[src/rtl/strobe_timing_gen.sv]
// Detector integration timing: ms tick, integ_start pulse, continuous and single lamp strobes; optional CONT_STROBE_RESYNC_EN.
// Latency: outputs are registered; integ_start is asserted 1 cycle after run is first sampled high, and outputs clear 1 cycle after run drops.
// Backpressure: none. The block free-runs while run=1, and cfg_* is sampled only at integration-period start.
module strobe_timing_gen #(
    parameter int TICK_DIV = 48000
) (
    input  logic        sys_clk,
    input  logic        sys_rst_n,
    input  logic        run,
    input  logic [15:0] cfg_countbase,
    input  logic [15:0] cfg_strbcount,
    input  logic [15:0] cfg_intclock,
    input  logic [15:0] cfg_sslowdelay,
    input  logic [15:0] cfg_sshighdelay,
    input  logic [15:0] cfg_lampenable,
    output logic        ms_tick,
    output logic        integ_start,
    output logic [15:0] int_ms_cnt,
    output logic        cont_strobe,
    output logic        single_strobe
);

    localparam int TW = (TICK_DIV > 1) ? $clog2(TICK_DIV) : 1;
    localparam logic [TW-1:0] TICK_LAST = TW'(TICK_DIV - 1);

    typedef enum logic {ST_IDLE, ST_RUN} state_t;

    state_t        state, state_nxt;
    logic [TW-1:0] tick_cnt, tick_nxt;
    logic [15:0]   ms_cnt, ms_nxt;
    logic [15:0]   base_cnt, base_nxt;
    logic [15:0]   int_sh, hi_sh, lo_sh, cb_sh, sc_sh;
    logic [15:0]   int_nxt, hi_nxt, lo_nxt, cb_nxt, sc_nxt;
    logic          en_sh, en_nxt;
    logic          ms_tick_nxt, integ_start_nxt, cont_nxt, single_nxt;
    logic          tick_wrap, period_end, load_sh, active;
    logic          unused_lamp_bits;

    assign unused_lamp_bits = ^cfg_lampenable[15:1];
    assign int_ms_cnt       = ms_cnt;

    always_comb begin
        state_nxt       = state;
        tick_nxt        = '0;
        ms_nxt          = '0;
        base_nxt        = '0;
        ms_tick_nxt     = 1'b0;
        integ_start_nxt = 1'b0;

        tick_wrap  = (tick_cnt == TICK_LAST);
        // int_sh is never 0 while running, so the subtraction cannot wrap
        period_end = tick_wrap && (ms_cnt >= int_sh - 16'd1);
        load_sh    = ((state == ST_IDLE) && run) ||
                     ((state == ST_RUN) && run && period_end);

        int_nxt = load_sh ? ((cfg_intclock == 16'd0) ? 16'd1 : cfg_intclock) : int_sh;
        hi_nxt  = load_sh ? cfg_sshighdelay  : hi_sh;
        lo_nxt  = load_sh ? cfg_sslowdelay   : lo_sh;
        cb_nxt  = load_sh ? cfg_countbase    : cb_sh;
        sc_nxt  = load_sh ? cfg_strbcount    : sc_sh;
        en_nxt  = load_sh ? cfg_lampenable[0] : en_sh;

        case (state)
            ST_IDLE: begin
                if (run) begin
                    state_nxt       = ST_RUN;
                    integ_start_nxt = 1'b1;
                end
            end
            ST_RUN: begin
                if (!run) begin
                    state_nxt = ST_IDLE;
                end else begin
                    tick_nxt        = tick_wrap ? '0 : tick_cnt + 1'b1;
                    ms_tick_nxt     = tick_wrap;
                    integ_start_nxt = period_end;
                    if (period_end)
                        ms_nxt = '0;
                    else if (tick_wrap)
                        ms_nxt = ms_cnt + 16'd1;
                    else
                        ms_nxt = ms_cnt;

                    // >= rather than == so a shrunken period base never overruns
                    if (cb_nxt == 16'd0)
                        base_nxt = '0;
`ifdef CONT_STROBE_RESYNC_EN
                    else if (period_end)
                        base_nxt = '0;
`endif
                    else if (base_cnt >= cb_nxt - 16'd1)
                        base_nxt = '0;
                    else
                        base_nxt = base_cnt + 16'd1;
                end
            end
            default: state_nxt = ST_IDLE;
        endcase

        active     = (state_nxt == ST_RUN);
        single_nxt = active && en_nxt && (ms_nxt >= hi_nxt) && (ms_nxt < lo_nxt);
        cont_nxt   = active && en_nxt && (cb_nxt != 16'd0) && (base_nxt < sc_nxt);
    end

    always_ff @(posedge sys_clk or negedge sys_rst_n) begin
        if (!sys_rst_n) begin
            state         <= ST_IDLE;
            tick_cnt      <= '0;
            ms_cnt        <= '0;
            base_cnt      <= '0;
            int_sh        <= '0;
            hi_sh         <= '0;
            lo_sh         <= '0;
            cb_sh         <= '0;
            sc_sh         <= '0;
            en_sh         <= 1'b0;
            ms_tick       <= 1'b0;
            integ_start   <= 1'b0;
            cont_strobe   <= 1'b0;
            single_strobe <= 1'b0;
        end else begin
            state         <= state_nxt;
            tick_cnt      <= tick_nxt;
            ms_cnt        <= ms_nxt;
            base_cnt      <= base_nxt;
            int_sh        <= int_nxt;
            hi_sh         <= hi_nxt;
            lo_sh         <= lo_nxt;
            cb_sh         <= cb_nxt;
            sc_sh         <= sc_nxt;
            en_sh         <= en_nxt;
            ms_tick       <= ms_tick_nxt;
            integ_start   <= integ_start_nxt;
            cont_strobe   <= cont_nxt;
            single_strobe <= single_nxt;
        end
    end

endmodule
[config.mk]
export PLATFORM = sky130hd
export DESIGN_NAME = strobe_timing_gen
export DESIGN_NICKNAME = d
export VERILOG_FILES = /design/src/rtl/strobe_timing_gen.sv
export SDC_FILE = /design/constraint.sdc
export NUM_CORES = 1
export LEC_CHECK = 0
export ABC_AREA = 0
export BUFFER_PORTS_ARGS = -buffer_cell sky130_fd_sc_hd__buf_2
export CAP_MARGIN = 20
export CORE_ASPECT_RATIO = 1.75
export CORE_MARGIN = 4
export CORE_UTILIZATION = 50
export CTS_BUF_LIST = sky130_fd_sc_hd__clkbuf_4
export CTS_CLUSTER_DIAMETER = 100
export DETAILED_ROUTE_END_ITERATION = 12
export PLACE_DENSITY_LB_ADDON = 0.05
export RECOVER_POWER = 25
export SYNTH_ARGS = -nofsm -noshare
export SYNTH_HDL_FRONTEND = slang
export SYNTH_SLANG_ARGS = --single-unit
export TNS_END_PERCENT = 5
[constraint.sdc]
create_clock -name sys_clk -period 7.77 [get_ports sys_clk]
set_input_delay 0 -clock sys_clk [delete_from_list [all_inputs] [get_ports sys_clk]]
set_output_delay 0 -clock sys_clk [all_outputs]
set_load 0.01 [all_outputs]
==> out/summary.txt, run 1 <==
CP max stage delay -> 500 ps
Clk buf depth -> 2
Tmin final -> 7790 ps
Crit. End Element -> register
Peak supply drop -> 0.105 mV
GP Congestion -> 0.892
All-layer global routing usage -> 0.238
XOR/XNOR Fraction of Synth Area -> 0.0728
Avg Vias per Cell -> 5.57
Leakage -> 4.71 nW
Largest family of logic cells by synthesized area -> simple AND/OR/NAND/NOR gates
Layout cell share with drive strength beyond 1 -> 0.219
Slew @ Worst Pin -> 2330 ps
Crit start category -> register
Die width -> 104 µm
Mean Syn Cell Area -> 10.3 µm²
Wire per inst -> 17.5 µm
Commonest non-fill, non-tap cell in the layout -> dfrtp_1
Failing checks -> capacitance limit, slew limit, setup timing
CP arrival -> 8230 ps
YS warnings -> 0
DRT antenna net count -> 0
Multiplexer share of the synthesized area -> 0.106
Slew Viols, Final -> 83
DRT iter0 DRCs -> 204
Setup TNS Final -> -20.9 ps
Synth Instances -> 785
DRC Markers -> 0
Worst setup margin -> -20.9 ps
Max Cap Viol -> 2
Reg clk slew, reported paths -> 130 ps
Vert. Die Dim -> 176 µm
Largest cells by area after synthesis -> dfrtp_1, ha_1, mux2i_1, mux2_2, xor2_1
# rows -> 61
Post-Syn Area -> 8060 µm²
Final Hold Violating Endpoints -> 0
Synth Area in Adders -> 0.129
Worst Clk Skew -> 33.6 ps
Routed via count -> 6759
Layout Nets -> 1192
Largest area contributor in the netlist -> dfrtp_1
Slowest CP cell -> or4_4
Simple-Gate Fraction of Synth Area -> 0.157
Core footprint -> 15900 µm²
Unrepaired setup endpoints after global routing -> yes
Htree depth -> 4
Grt total ovfl -> 0
First-pass GRT wire length -> 34700 µm
CTS root buf -> clkbuf_4
Sequential area share after synthesis -> 0.416
FFs w/ async S/R, synth -> 1.00
Min-Delay Path Class -> primary input to register
FF-to-FF Start -> int_sh[3]$_DFFE_PN0N_
Most Frequent Cell on Critical Path -> nand4_1
Starting Density -> 0.507
Compound-Gate Fraction of Synth Area -> 0.0753
Main flop type after synthesis -> dfrtp_1
Largest net degree at the start of global routing -> 81
Final Cycle Share -> 1.00
PortBufs -> 103
Vias in the first global route -> 7158
Final setup fails -> 1
Setup CP Type -> register to register
CP Launch Point -> int_sh[3]$_DFFE_PN0N_
TritonCTS buffer count -> 17
Yosys reg bits -> 134
Initial antenna violation count -> 1
Hold Crit Start -> cfg_strbcount[0]
Num ports -> 119
Most frequent cells in the layout -> dfrtp_1, buf_2, dlygate4sd3_1
Clock Latency Late Sink -> 550 ps
Net Count, Synth -> 967
Pwr Density -> 165 nW/µm²
DP Worst Slack -> -138 ps
Pre-Repair DR Iteration Count -> 4
Area grow syn2layout -> 27.9%
Fill count -> 1320
Final wirelength -> 21200 µm
DPL Wire Length -> 15600 µm
Die ar. -> 18300 µm²
Share of the synthesized area in the top cell type -> 0.416
Status -> complete, but fails checks
Worst rel slew slack -> -0.556
Fmax achieved -> 128 MHz
CTS tree -> done
Netlist cell types -> 54
Worst Path Required -> 8210 ps
Worst Path Max Fanout -> 6
Number of flops mapped to enable cells by yosys -> 0
Clock Sinks -> 134
-- Yosys cell counts, types with 2 or more instances --
| master | number |
|---|---|
| dfrtp_1 | 134 |
| ha_1 | 83 |
| nor2_1 | 76 |
| inv_1 | 61 |
| mux2i_1 | 49 |
| xor2_1 | 37 |
| nand3_1 | 33 |
| a21oi_1 | 32 |
| mux2_2 | 31 |
| nand2_1 | 31 |
| xnor2_1 | 30 |
| o21ai_0 | 25 |
| nand4_1 | 19 |
| nor3_1 | 19 |
| nor4_1 | 17 |
| and3_1 | 11 |
| buf_4 | 11 |
| or3_1 | 11 |
| a31oi_1 | 6 |
| or4_1 | 6 |
| a21o_1 | 5 |
| o211ai_1 | 5 |
| a211oi_1 | 4 |
| nand2b_1 | 4 |
| nor3b_1 | 4 |
| a2111oi_0 | 3 |
| and4_1 | 3 |
| buf_6 | 3 |
| clkbuf_1 | 3 |
| o21a_1 | 3 |
| nor2b_1 | 2 |
| o41ai_1 | 2 |
-- registers in the layout (all words and copies together), names as in the netlist --
signal,count
base_cnt,16
cb_sh,16
cont_strobe,1
en_sh,1
hi_sh,16
int_ms_cnt,16
int_sh,16
integ_start,1
lo_sh,16
ms_tick,1
sc_sh,16
single_strobe,1
state,1
tick_cnt,16
-- cells by family after synthesis --
logic type,Yosys count
mux,81
fa+ha+maj,83
buf+inv,78
flops,134
compound gates,96
simple gates,246
xor+xnor,67
-- layer usage --
metal | vias to the layer above | routed length [µm] | GRT usage
met5 | - | 0 | 0
met4 | 0 | 892 | 0.118
met3 | 61 | 511 | 0.0371
met2 | 138 | 12200 | 0.468
met1 | 3301 | 7570 | 0.238
li1 | 3259 | - | -
-- area by class of cell --
cell class              count  area, µm²  share of cell area
diodes                      1       2.50            0.000243
clock buffers              17        128              0.0124
clock inverters            15        143              0.0138
inverters                  61        229              0.0222
multi-input cells         573       4540               0.441
flip-flops and latches    134       3350               0.326
well taps                 189        236              0.0230
repair buffers            223       1670               0.162
-- power breakdown --
part	total, mW	switching, mW	internal (mW)
logic	0.412	0.211	0.201
registers	0.833	0.0544	0.778
clock network	0.458	0.292	0.166
total	1.70	0.557	1.15
-- worst paths after layout --
check / endpoint / cells past startpoint / slack, ps
setup / recovery: cont_strobe$_DFF_PN0_ / 37 / -20
hold / removal: sc_sh[0]$_DFF_PN0_ / 4 / 220
setup reg to reg: cont_strobe$_DFF_PN0_ / 37 / -20
hold reg to reg: lo_sh[0]$_DFF_PN0_ / 2 / 500
max in group asynchronous: tick_cnt[5]$_DFF_PN0_ / 5 / 3170
min in group asynchronous: int_sh[11]$_DFFE_PN0N_ / 3 / 1120
-- stage by stage --
stage	instance area (µm²)	hold slack (ps)	instances	util	power, mW
after detailed placement	8830	211	1076	0.556	1.19
after global placement	8830	212	1076	0.556	1.17
after floorplan	8070	-296	785	-	1.06
final	10300	216	1213	0.649	1.70
after global routing	10300	179	1213	0.649	1.82
after CTS	10100	172	1201	0.636	1.70
-- critical path, delay by kind of cell, from the launching register on --
family	cells	cell delay, ps
AOI/OAI and AO/OA	5	1000
xor gates and xnor gates	2	260
adders and majority gates	4	1090
buffers and inverters	5	680
DFF	1	410
muxes	2	430
and+or+nand+nor	19	3780
-- what timing repair did --
item / CTS / global route
pin swaps: 21 / 12
hold buffers: 83 / 1
endpoints found under the setup margin: 1 / 1
cloned: 1 / 0
resized for setup: 17 / 23
hold endpoints to repair: 164 / 35
setup buffers: 9 / 9
Note: power is estimated with default switching activity, not from simulation.
==> inputs of run 2 (changes only) <==
Settings changed: CELL_PAD_IN_SITES_DETAIL_PLACEMENT from default to 0, CELL_PAD_IN_SITES_GLOBAL_PLACEMENT from default to 1, CORE_UTILIZATION 50 to 42.
==> out/summary.txt, run 2 (synthesis results as in run 1) <==
Crit start category -> register
CTS root buf -> clkbuf_4
CTS tree -> done
# rows -> 66
Layout Nets -> 1197
Slew Viols, Final -> 64
Peak supply drop -> 0.0979 mV
Most Frequent Cell on Critical Path -> nand4_1
Clock Latency Late Sink -> 570 ps
GP Congestion -> 0.876
Min-Delay Path Depth -> 4
Die width -> 113 µm
Leakage -> 4.74 nW
Total Power -> 1.75 mW
FF-to-FF Start -> int_sh[1]$_DFFE_PN0N_
DRT antenna net count -> 0
Slew @ Worst Pin -> 3540 ps
Final Cycle Share -> 0.997
Fmax achieved -> 129 MHz
Worst Path Required -> 8230 ps
Die ar. -> 21500 µm²
Tmin final -> 7750 ps
Final Hold Violating Endpoints -> 0
CP Launch Point -> int_sh[1]$_DFFE_PN0N_
Worst Clk Skew -> 19.8 ps
Commonest non-fill, non-tap cell in the layout -> dfrtp_1
Starting Density -> 0.430
Routed via count -> 6621
Pwr Density -> 169 nW/µm²
Worst R2R Path Depth -> 36
Hold Crit Start -> cfg_strbcount[0]
Initial antenna violation count -> 1
Avg Vias per Cell -> 5.23
DRT iter0 DRCs -> 214
Failing checks -> capacitance limit, slew limit
Clock Sinks -> 134
All-layer global routing usage -> 0.206
Most frequent cells in the layout -> dfrtp_1, buf_2, dlygate4sd3_1
Clk buf depth -> 2
Vias in the first global route -> 7123
Max Cap Viol -> 1
Status -> complete, but fails checks
Min-Delay Path Class -> primary input to register
Grt total ovfl -> 0
Final setup fails -> 0
DRC Markers -> 0
Largest net degree at the start of global routing -> 73
CP arrival -> 8200 ps
Pre-Repair DR Iteration Count -> 4
Area grow syn2layout -> 28.7%
Crit. End Element -> register
Final wirelength -> 21400 µm
Worst Path Max Fanout -> 7
TritonCTS buffer count -> 17
Unrepaired setup endpoints after global routing -> yes
CP max stage delay -> 470 ps
DPL Wire Length -> 16300 µm
Setup CP Type -> register to register
Core footprint -> 18700 µm²
First-pass GRT wire length -> 35000 µm
Vert. Die Dim -> 191 µm
Worst rel slew slack -> -1.36
Htree depth -> 4
Num ports -> 119
PortBufs -> 103
Placed Cells incl. Taps -> 1139
Layout cell share with drive strength beyond 1 -> 0.219
Non-Filler Instances -> 1266
Reg clk slew, reported paths -> 120 ps
Wire per inst -> 16.9 µm
Slowest CP cell -> or4_1
[run 2: cell types whose count changed in the layout (fill, tap and decap cells not counted), moves of 2 or more]
cell       previous run  this run
inv_8                 2         0
bufinv_16             1         3
nor4_2                2         4
nor2_2                3         1
nor2_1               73        75
buf_4                30        39
clkinv_2              4         1
[run 2: final timing paths]
path                            slack [ps]               endpoint
worst max register to register          20  cont_strobe$_DFF_PN0_
worst min register to register         500     lo_sh[2]$_DFF_PN0_
worst max-delay path                    20  cont_strobe$_DFF_PN0_
worst min-delay path                   180     sc_sh[0]$_DFF_PN0_
min in group asynchronous             1170  int_sh[8]$_DFFE_PN0N_
max in group asynchronous             4210     lo_sh[5]$_DFF_PN0_
[run 2: cell type report]
cell class                 count  area [µm²]
fill                        1731        8380
multi-input combinational    573        4500
clock inverter                14         176
clock buffer                  17         128
sequential                   134        3350
antenna                        1        2.50
inverter                      61         229
tap                          238         298
timing repair buffer         228        1680
[run 2: per-stage QoR]
| step | setup WS (ps) | instance area (µm²) | utilization | setup TNS (ps) | hold WS, ps |
|---|---|---|---|---|---|
| floorplan | 65.4 | 8070 | - | 0 | -296 |
| global placement | 166 | 8990 | 0.480 | 0 | 151 |
| detailed placement | -2.85 | 8990 | 0.480 | -2.85 | 165 |
| CTS | 4.54 | 10100 | 0.541 | 0 | 78.3 |
| global route | -401 | 10400 | 0.553 | -401 | 153 |
| finish | 22.0 | 10400 | 0.553 | 0 | 178 |
[run 2: worst max-delay path: cells and delay by family (launching register included)]
family,cells,cell delay [ps]
AO/OA/AOI/OAI,5,1200
XOR/XNOR,2,170
adder cells (fa/ha/maj),5,1250
buffers and inverters,5,670
flip-flops,1,410
multiplexers,2,460
AND/OR/NAND/NOR,17,3490
[run 2: layer usage]
metal | part of all wire | GRT usage
met4 | 0.034 | 0.0824
met1 | 0.35 | 0.206
met5 | 0 | 0
met3 | 0.031 | 0.0339
met2 | 0.58 | 0.411
[run 2: power by group]
part | switching [mW] | internal, mW | leakage (nW)
Sequential | 0.0513 | 0.779 | 1.69
Clock | 0.282 | 0.225 | 0.160
Combinational | 0.210 | 0.204 | 2.89
[run 2: timing repair]
item | 4_1_cts | 5_1_grt
buffers inserted | 1 | 10
pin swaps | 1 | 17
resized for setup | 0 | 27
endpoints found under the hold margin | 148 | 0
hold buffers | 83 | 0
endpoints found under the setup margin | 1 | 1
gates cloned | 0 | 1
==> inputs of run 3 (changes only) <==
Settings changed: CORE_UTILIZATION 42 to 41, CTS_BUF_LIST sky130_fd_sc_hd__clkbuf_4 to default.
==> out/summary.txt, run 3 (synthesis results as in run 1) <==
Status -> complete, but fails checks
Failing checks -> capacitance limit, slew limit, setup timing
Layout cell share with drive strength beyond 1 -> 0.213
Vert. Die Dim -> 193 µm
Pre-Repair DR Iteration Count -> 4
Placed Cells incl. Taps -> 1140
Non-Filler Instances -> 1259
Clock Latency Late Sink -> 420 ps
Routed via count -> 6624
Core footprint -> 19300 µm²
Die ar. -> 22000 µm²
CTS tree -> done
CP arrival -> 8140 ps
DRT antenna net count -> 0
Tmin final -> 7830 ps
Vias in the first global route -> 7170
GP Congestion -> 0.861
DPL Wire Length -> 16500 µm
Fmax achieved -> 128 MHz
First-pass GRT wire length -> 36000 µm
Slew Viols, Final -> 68
Final wirelength -> 22000 µm
Clock Sinks -> 134
Starting Density -> 0.418
Largest net degree at the start of global routing -> 69
Reg clk slew, reported paths -> 60 ps
Peak supply drop -> 0.129 mV
ANT cells -> 0
Initial antenna violation count -> 0
Min-Delay Path Class -> primary input to register
Crit start category -> register
Most frequent cells in the layout -> dfrtp_1, buf_2, dlygate4sd3_1
Worst rel slew slack -> -1.51
CP max stage delay -> 500 ps
CP Launch Point -> int_sh[1]$_DFFE_PN0N_
TritonCTS buffer count -> 17
All-layer global routing usage -> 0.208
Worst Clk Skew -> 8.68 ps
Unrepaired setup endpoints after global routing -> yes
Slew @ Worst Pin -> 3760 ps
Final Cycle Share -> 1.01
Worst Path Max Fanout -> 6
Wire per inst -> 17.5 µm
Final Hold Violating Endpoints -> 0
# rows -> 67
Clk buf depth -> 2
Worst setup margin -> -60.4 ps
Slowest CP cell -> or4_1
PortBufs -> 103
Final setup fails -> 1
Area grow syn2layout -> 32.1%
Commonest non-fill, non-tap cell in the layout -> dfrtp_1
DRC Markers -> 0
Hold Crit Start -> cfg_strbcount[0]
Hold WS -> 328 ps
Layout Nets -> 1188
Avg Vias per Cell -> 5.26
Max Cap Viol -> 1
Most Frequent Cell on Critical Path -> ha_1
Htree depth -> 4
Die width -> 114 µm
Setup CP Type -> register to register
Leakage -> 4.86 nW
Grt total ovfl -> 0
Num ports -> 119
CTS root buf -> clkbuf_16
FF-to-FF Start -> int_sh[1]$_DFFE_PN0N_
DRT iter0 DRCs -> 357
Worst Path Required -> 8080 ps
Crit. End Element -> register
Pwr Density -> 201 nW/µm²
run 3: cell count changes in the layout (fill, tap and decap cells not counted), moves of 3 or more:
cell       previous run  this run
clkbuf_16             1        17
clkbuf_4             17         0
clkinv_4              5         2
clkbuf_1              9         5
nor4_2                4         1
buf_2                94        98
buf_4                39        30
run 3: area by class of cell:
class	count	area, µm²
Clock buffer	19	453
Inverter	61	229
Timing Repair Buffer	219	1610
Sequential cell	134	3350
Clock inverter	12	199
Fill cell	1761	8640
Tap cell	241	302
Multi-Input combinational cell	573	4490
run 3: worst max-delay path, delay by kind of cell (launching register included):
| family | cells | cell delay [ps] |
|---|---|---|
| AOI/OAI and AO/OA | 8 | 1430 |
| xor gates and xnor gates | 2 | 320 |
| adders and majority gates | 5 | 1160 |
| buffers and inverters | 4 | 550 |
| DFF | 1 | 390 |
| muxes | 1 | 280 |
| and+or+nand+nor | 16 | 3580 |
run 3: per-layer routing:
| metal | vias up | wire, µm | global-route usage |
|---|---|---|---|
| met3 | 44 | 570 | 0.0372 |
| met2 | 104 | 12800 | 0.395 |
| met1 | 3232 | 7840 | 0.215 |
| met5 | - | 0 | 0 |
| li1 | 3244 | - | - |
| met4 | 0 | 745 | 0.0911 |
run 3: final timing paths:
kind                                           to  slack [ps]  cells after the start
max                         cont_strobe$_DFF_PN0_         -60                     36
min                            sc_sh[0]$_DFF_PN0_         330                      4
max reg2reg                 cont_strobe$_DFF_PN0_         -60                     36
min reg2reg                    hi_sh[2]$_DFF_PN0_         480                      2
max in group asynchronous   tick_cnt[9]$_DFF_PN0_        3930                      3
min in group asynchronous  int_sh[11]$_DFFE_PN0N_        1420                      2
run 3: power breakdown:
part,total [mW],switching (mW),leakage [nW],internal [mW]
clock,0.902,0.317,0.319,0.585
sequential,0.832,0.0520,1.69,0.780
combinational,0.406,0.210,2.85,0.196
run 3: timing repair:
item,4_1_cts,5_1_grt
resized for setup,7,18
pin swaps,5,12
buffers inserted,1,4
endpoints found under the setup margin,1,1
endpoints found under the hold margin,149,0
hold buffers,83,0
run 3: stage by stage:
stage	power [mW]	util	setup slack, ps	setup TNS [ps]	area [µm²]
finish	2.14	0.552	-60.4	-60.4	10600
global route	2.26	0.552	-427	-427	10600
CTS	2.15	0.545	-71.9	-71.9	10500
detailed placement	1.20	0.466	-14.8	-14.8	8980
global placement	1.19	0.466	170	0	8980
floorplan	1.06	-	65.4	0	8070
